[src/rtl/driver_input_conditioner.sv]
// Driver input conditioner: synchronizes and debounces the speed buttons,
// turns presses into single-cycle request pulses with auto-repeat and
// mutual lockout, and filters the driver-awareness sensor code.

// Per-button lane: 2-FF sync, debounce, pulse/repeat FSM.
module dic_button #(
    parameter int unsigned DEBOUNCE_CYCLES = 4,
    parameter int unsigned REPEAT_DELAY    = 16,
    parameter int unsigned REPEAT_RATE     = 4
) (
    input  logic clock,
    input  logic reset_n,
    input  logic raw_i,
    input  logic lock_i,   // both debounced buttons high
    input  logic clear_i,  // both debounced buttons low
    output logic deb_o,
    output logic pulse_o
);
    localparam int unsigned DB_W  = $clog2(DEBOUNCE_CYCLES + 1);
    localparam int unsigned RP_M  = (REPEAT_DELAY > REPEAT_RATE) ? REPEAT_DELAY : REPEAT_RATE;
    localparam int unsigned RP_W  = $clog2(RP_M + 1);
    localparam logic [DB_W-1:0] DB_MAX   = DB_W'(DEBOUNCE_CYCLES);
    localparam logic [RP_W-1:0] RP_DELAY = RP_W'(REPEAT_DELAY);
    localparam logic [RP_W-1:0] RP_RATE  = RP_W'(REPEAT_RATE);

    typedef enum logic [1:0] {IDLE, HOLD, REPEAT, LOCK} state_t;

    logic [1:0]      sync_q;
    logic            deb_q, deb_d;
    logic [DB_W-1:0] dcnt_q, dcnt_d;
    state_t          state_q, state_d;
    logic [RP_W-1:0] rcnt_q, rcnt_d;
    logic            pulse_q, pulse_d;

    // Debounce: count consecutive samples that disagree with the debounced state.
    always_comb begin
        deb_d  = deb_q;
        dcnt_d = '0;
        if (sync_q[1] != deb_q) begin
            if (dcnt_q + 1'b1 >= DB_MAX) begin
                deb_d  = ~deb_q;
                dcnt_d = '0;
            end else begin
                dcnt_d = dcnt_q + 1'b1;
            end
        end
    end

    // Pulse FSM: first pulse on press, delayed repeat, then periodic repeat.
    // Release wins over a repeat landing on the same edge; lockout wins over all.
    always_comb begin
        state_d = state_q;
        rcnt_d  = rcnt_q;
        pulse_d = 1'b0;
        case (state_q)
            IDLE: begin
                rcnt_d = '0;
                if (lock_i) begin
                    state_d = LOCK;
                end else if (deb_q) begin
                    state_d = HOLD;
                    pulse_d = 1'b1;
                end
            end
            HOLD: begin
                if (lock_i) begin
                    state_d = LOCK;
                    rcnt_d  = '0;
                end else if (!deb_q) begin
                    state_d = IDLE;
                    rcnt_d  = '0;
                end else if (rcnt_q + 1'b1 >= RP_DELAY) begin
                    state_d = REPEAT;
                    pulse_d = 1'b1;
                    rcnt_d  = '0;
                end else begin
                    rcnt_d = rcnt_q + 1'b1;
                end
            end
            REPEAT: begin
                if (lock_i) begin
                    state_d = LOCK;
                    rcnt_d  = '0;
                end else if (!deb_q) begin
                    state_d = IDLE;
                    rcnt_d  = '0;
                end else if (rcnt_q + 1'b1 >= RP_RATE) begin
                    pulse_d = 1'b1;
                    rcnt_d  = '0;
                end else begin
                    rcnt_d = rcnt_q + 1'b1;
                end
            end
            default: begin
                rcnt_d = '0;
                if (clear_i) state_d = IDLE;
            end
        endcase
    end

    // State registers.
    always_ff @(posedge clock or negedge reset_n) begin
        if (!reset_n) begin
            sync_q  <= '0;
            deb_q   <= 1'b0;
            dcnt_q  <= '0;
            state_q <= IDLE;
            rcnt_q  <= '0;
            pulse_q <= 1'b0;
        end else begin
            sync_q  <= {sync_q[0], raw_i};
            deb_q   <= deb_d;
            dcnt_q  <= dcnt_d;
            state_q <= state_d;
            rcnt_q  <= rcnt_d;
            pulse_q <= pulse_d;
        end
    end

    assign deb_o   = deb_q;
    assign pulse_o = pulse_q;
endmodule

module driver_input_conditioner #(
    parameter int unsigned DEBOUNCE_CYCLES = 4,
    parameter int unsigned REPEAT_DELAY    = 16,
    parameter int unsigned REPEAT_RATE     = 4,
    parameter int unsigned AWARE_STABLE    = 3,
    parameter int unsigned ALERT_LEVEL     = 5
) (
    input  logic       clock,
    input  logic       reset_n,
    input  logic       btn_up_raw,
    input  logic       btn_down_raw,
    input  logic [2:0] awareness_raw,
    output logic       speed_up,
    output logic       speed_down,
    output logic [2:0] awareness,
    output logic       alert
);
    localparam int unsigned AW_W = $clog2(AWARE_STABLE + 1);
    localparam logic [AW_W-1:0] AW_MAX = AW_W'(AWARE_STABLE);

    logic [1:0] raw, deb, pulse;
    logic       lock, clear;

    assign raw   = {btn_down_raw, btn_up_raw};
    assign lock  = &deb;
    assign clear = ~|deb;

    // Lane 0 = speed up, lane 1 = speed down.
    for (genvar g = 0; g < 2; g++) begin : g_btn
        dic_button #(
            .DEBOUNCE_CYCLES(DEBOUNCE_CYCLES),
            .REPEAT_DELAY   (REPEAT_DELAY),
            .REPEAT_RATE    (REPEAT_RATE)
        ) u_btn (
            .clock  (clock),
            .reset_n(reset_n),
            .raw_i  (raw[g]),
            .lock_i (lock),
            .clear_i(clear),
            .deb_o  (deb[g]),
            .pulse_o(pulse[g])
        );
    end

    assign speed_up   = pulse[0];
    assign speed_down = pulse[1];

    logic [2:0]      as1_q, as2_q;
    logic [2:0]      cand_q, cand_d;
    logic [AW_W-1:0] acnt_q, acnt_d;
    logic [2:0]      aw_q, aw_d;
    logic            alert_q, alert_d;

    // Awareness filter: publish the candidate once it has been seen
    // AWARE_STABLE times in a row; count saturates at the threshold.
    always_comb begin
        cand_d = cand_q;
        acnt_d = acnt_q;
        aw_d   = aw_q;
        if (as2_q != cand_q) begin
            cand_d = as2_q;
            acnt_d = AW_W'(1);
        end else if (acnt_q < AW_MAX) begin
            acnt_d = acnt_q + 1'b1;
        end
        if (acnt_d >= AW_MAX) aw_d = cand_d;
        alert_d = (32'(aw_q) >= ALERT_LEVEL);
    end

    // Awareness sync, filter and alert registers.
    always_ff @(posedge clock or negedge reset_n) begin
        if (!reset_n) begin
            as1_q   <= '0;
            as2_q   <= '0;
            cand_q  <= '0;
            acnt_q  <= '0;
            aw_q    <= '0;
            alert_q <= 1'b0;
        end else begin
            as1_q   <= awareness_raw;
            as2_q   <= as1_q;
            cand_q  <= cand_d;
            acnt_q  <= acnt_d;
            aw_q    <= aw_d;
            alert_q <= alert_d;
        end
    end

    assign awareness = aw_q;
    assign alert     = alert_q;
endmodule

[config.mk]
export PLATFORM = sky130hd
export DESIGN_NAME = driver_input_conditioner
export DESIGN_NICKNAME = d
export VERILOG_FILES = /design/src/rtl/driver_input_conditioner.sv
export SDC_FILE = /design/constraint.sdc
export NUM_CORES = 1
export LEC_CHECK = 0
export CORE_MARGIN = 2
export CORE_UTILIZATION = 55
export CTS_BUF_LIST = sky130_fd_sc_hd__clkbuf_8 sky130_fd_sc_hd__clkbuf_16
export CTS_CLUSTER_DIAMETER = 50
export CTS_CLUSTER_SIZE = 28
export DETAILED_ROUTE_END_ITERATION = 10
export GPL_TIMING_DRIVEN = 1
export PLACE_DENSITY_LB_ADDON = 0.12
export RECOVER_POWER = 100
export SETUP_SLACK_MARGIN = 0.4
export SYNTH_ARGS = -nofsm -noshare
export SYNTH_HDL_FRONTEND = slang
export SYNTH_SLANG_ARGS = --single-unit
export TNS_END_PERCENT = 10
[constraint.sdc]
create_clock -name clock -period 3.5 [get_ports clock]
set_input_delay 0.7 -clock clock [delete_from_list [all_inputs] [get_ports clock]]
set_output_delay 0.7 -clock clock [all_outputs]
set_load 0.05 [all_outputs]
==> flow_metrics.env <==
export IMPL_core_area_sq_mm=0.00339
export IMPL_via_count=1166
export IMPL_drt_iter0_markers=76
export IMPL_grt_util_all_layers=0.170
export IMPL_final_setup_viol_count=0
export IMPL_grt_antenna_before_repair=0
export IMPL_maximum_count_of_clock_buffers_along_a_single_path=2
export IMPL_worst_setup_path_type="primary input to async pin"
export IMPL_post_place_cells=212
export IMPL_setup_total_negative_slack_ns=0
export IMPL_cell_with_the_most_instances_after_synthesis="sky130_fd_sc_hd__dfrtp_1"
export IMPL_seqPwrFrac=0.409
export IMPL_synth_cell_type_count=41
export IMPL_nNetsFinal=193
export IMPL_cts_root_buffer_cell="sky130_fd_sc_hd__clkbuf_8"
export IMPL_clk_insertion_delay_late_ns=0.29
export IMPL_power_leakage_nw=1.03
export IMPL_post_drt_wl_per_cell_microns=13.4
export IMPL_starting_density_of_the_core=0.577
export IMPL_endpoint_kind="async pin"
export IMPL_clk_pin_slew_ns=0.08
export IMPL_arrival_ns=2.26
export IMPL_netlist_top_cells_area="sky130_fd_sc_hd__dfrtp_1 (55%), sky130_fd_sc_hd__ha_1 (8.3%), sky130_fd_sc_hd__xor2_1 (3.6%), sky130_fd_sc_hd__mux2_2 (2.9%), sky130_fd_sc_hd__nor3_1 (1.8%)"
export IMPL_tritoncts="done"
export IMPL_cts_repair_resize_count=0
export IMPL_syn_cell_area_sq_mm=0.00196
export IMPL_worstPathBufferInverterCount=1
export IMPL_cp_required_ns=3.46
export IMPL_power_combinational_fraction=0.324
export IMPL_drive_gt1_frac=0.0977
export IMPL_critical_path_max_stage_delay_ns=1.54
export IMPL_die_height_microns=63.7
export IMPL_cp_start_kind="primary input"
export IMPL_critical_path_top_delay_family="buffers and inverters"
export IMPL_worstPathMaxFanout=43
export IMPL_cts_hold_fix_buffers=0
export IMPL_cp_cell_sequence="clkbuf_1"
export IMPL_cts_buffer_count=5
export IMPL_maxCapViolCount=1
export IMPL_rsz_0062_raised_after_global_routing="false"
export IMPL_outcome="finished with violations"
export IMPL_io_pins=13
export IMPL_drtPass1Iterations=4
export IMPL_internal_power_mw=1.01
export IMPL_synth_sequential_area_ratio=0.550
export IMPL_syn_to_final_growth_pct=12.9
export IMPL_synthDominantCellAreaShare=0.550
export IMPL_dominantRegCellSynth="sky130_fd_sc_hd__dfrtp_1"
export IMPL_worstHoldPathType="flip-flop to flip-flop"
export IMPL_max_freq_mhz=435
export IMPL_switch_pwr_mw=0.497
export IMPL_drc=0
export IMPL_slew_violations=44
export IMPL_ctsHtreeMaxLevel=2
export IMPL_layout_filler_cells=262
export IMPL_asyncSetResetFlopFracSynth=1.00
export IMPL_tightest_slew_ns=2.19
export IMPL_slew_headroom=-0.462
export IMPL_cts_sink_count=43
export IMPL_num_rows=21
export IMPL_finish_cell_count_without_fillers=220
export IMPL_place_detailed_hpwl_mm=2.10
export IMPL_average_cell_area_after_synthesis_sq_um=12.5
export IMPL_vdd_ir_drop_max_mv=0.382
export IMPL_synth_ff_latch_count=43
export IMPL_skew_ns=0.0106
export IMPL_largest_net_degree_at_the_start_of_global_routing=44
export IMPL_overflow=0
export IMPL_yosys_warnings=0
export IMPL_layout_worst_path_cycle_share=0.656
export IMPL_wire_length_of_the_first_global_routing_pass_mm=5.23
export IMPL_routed_wirelength_mm=2.94
export IMPL_synth_cells_most_frequent="sky130_fd_sc_hd__dfrtp_1 (43), sky130_fd_sc_hd__ha_1 (13), sky130_fd_sc_hd__inv_1 (9), sky130_fd_sc_hd__xor2_1 (8)"
export IMPL_fraction_of_power_consumed_by_the_clock_network=0.267
export IMPL_power_density_mw_per_mm2=681
export IMPL_violations="max-capacitance violations, max-slew violations"
export IMPL_slowest_stage="sky130_fd_sc_hd__clkbuf_1"
export IMPL_die_width_microns=63.7
export IMPL_post_synthesis_cells=156
export IMPL_netSwitchingFraction=0.331
export IMPL_synth_edff_count=0
export IMPL_die_area_sq_mm=0.00405
export IMPL_io_buffer_count=12
export IMPL_post_cts_setup_buffers=0
export IMPL_final_antenna_net_count=0
export IMPL_via_per_instance_ratio=5.30
export IMPL_number_of_global_route_vias_before_repair=1262
export IMPL_timing_final_crit_period_ns=2.30
export IMPL_post_synth_top_area_cell="sky130_fd_sc_hd__dfrtp_1"
export IMPL_gp_routability_congestion=0.843
export IMPL_n_diodes=0
export IMPL_final_hold_viol_count=0
-- per-stage QoR --
stage / hold WS (ns) / setup slack (ns) / util / total power [mW] / cell area [sq um]
floorplan: 0.331 / 1.81 / - / 1.02 / 1970
global placement: 0.332 / 1.66 / 0.623 / 1.12 / 2110
detailed placement: 0.336 / 1.64 / 0.623 / 1.14 / 2110
CTS: 0.360 / 1.31 / 0.659 / 1.55 / 2230
global route: 0.367 / 0.699 / 0.652 / 1.60 / 2210
finish: 0.352 / 1.20 / 0.652 / 1.50 / 2210
-- registers in the layout, indices dropped and copies added, names as in the netlist --
register,count
g_btn.u_btn.state_q,4
g_btn.u_btn.sync_q,4
g_btn.u_btn.rcnt_q,10
cand_q,3
g_btn.u_btn.pulse_o,2
alert,1
g_btn.u_btn.deb_o,2
awareness,3
as2_q,3
g_btn.u_btn.dcnt_q,6
as1_q,3
acnt_q,2
-- path summary, 6_finish.rpt --
kind | to | slack (ns) | cells past startpoint | from
max in group clock | awareness[0] | 1.27 | 1 | awareness[0]
worst max register to register | g_btn[1].u_btn.state_q[0] | 1.52 | 5 | g_btn[1].u_btn.rcnt_q[0]
worst max-delay path | g_btn[1].u_btn.dcnt_q[2] | 1.20 | 1 | reset_n
worst min-delay path | g_btn[1].u_btn.sync_q[1] | 0.35 | 0 | g_btn[1].u_btn.sync_q[0]
min in group asynchronous | g_btn[0].u_btn.dcnt_q[0] | 1.04 | 1 | reset_n
worst min register to register | g_btn[1].u_btn.sync_q[1] | 0.35 | 0 | g_btn[1].u_btn.sync_q[0]
-- layout make-up --
| class | instances | area (sq um) | share of cell area |
|---|---|---|---|
| Clock buffer | 6 | 82.6 | 0.0374 |
| Sequential cell | 43 | 1080 | 0.487 |
| Multi-Input combinational cell | 102 | 806 | 0.365 |
| Timing Repair Buffer | 12 | 114 | 0.0516 |
| Tap cell | 46 | 57.6 | 0.0261 |
| Inverter | 9 | 33.8 | 0.0153 |
| Clock inverter | 2 | 38.8 | 0.0176 |
-- logic make-up after synthesis --
family,synth area share
flip-flops,0.550
AND/OR/NAND/NOR,0.118
AO/OA/AOI/OAI,0.0978
buffers and inverters,0.0326
adder cells (fa/ha/maj),0.0831
XOR/XNOR,0.0620
multiplexers,0.0543
other,0.00192
-- placed cells by master, fill, tap and decap left out, types with 3 or more instances in the layout --
master / n
sky130_fd_sc_hd__inv_1: 9
sky130_fd_sc_hd__nand3_1: 4
sky130_fd_sc_hd__clkbuf_8: 6
sky130_fd_sc_hd__conb_1: 4
sky130_fd_sc_hd__mux2_2: 5
sky130_fd_sc_hd__nor3b_1: 4
sky130_fd_sc_hd__o21a_1: 4
sky130_fd_sc_hd__o21ai_0: 3
sky130_fd_sc_hd__dfrtp_1: 43
sky130_fd_sc_hd__ha_1: 13
sky130_fd_sc_hd__dlygate4sd3_1: 11
sky130_fd_sc_hd__a21oi_1: 6
sky130_fd_sc_hd__xnor2_1: 5
sky130_fd_sc_hd__nand2_1: 7
sky130_fd_sc_hd__nor3_1: 8
sky130_fd_sc_hd__xor2_1: 8
-- layer usage --
metal  vias up  part of all wire  track usage
li1        572                 -            -
met3         6             0.032       0.0571
met1       572              0.45        0.172
met2        16              0.50        0.304
met4         0             0.021       0.0951
met5         -                 0            0
-- power by group through the flow --
stage | logic (mW) | registers, mW | clock network, mW
3_5_place_dp | 0.515 | 0.627 | 0
6_report | 0.487 | 0.614 | 0.402
5_1_grt | 0.536 | 0.625 | 0.443
2_1_floorplan | 0.336 | 0.682 | 0
4_1_cts | 0.519 | 0.617 | 0.417
3_3_place_gp | 0.501 | 0.620 | 0
Power figures use the tool's default switching activity.
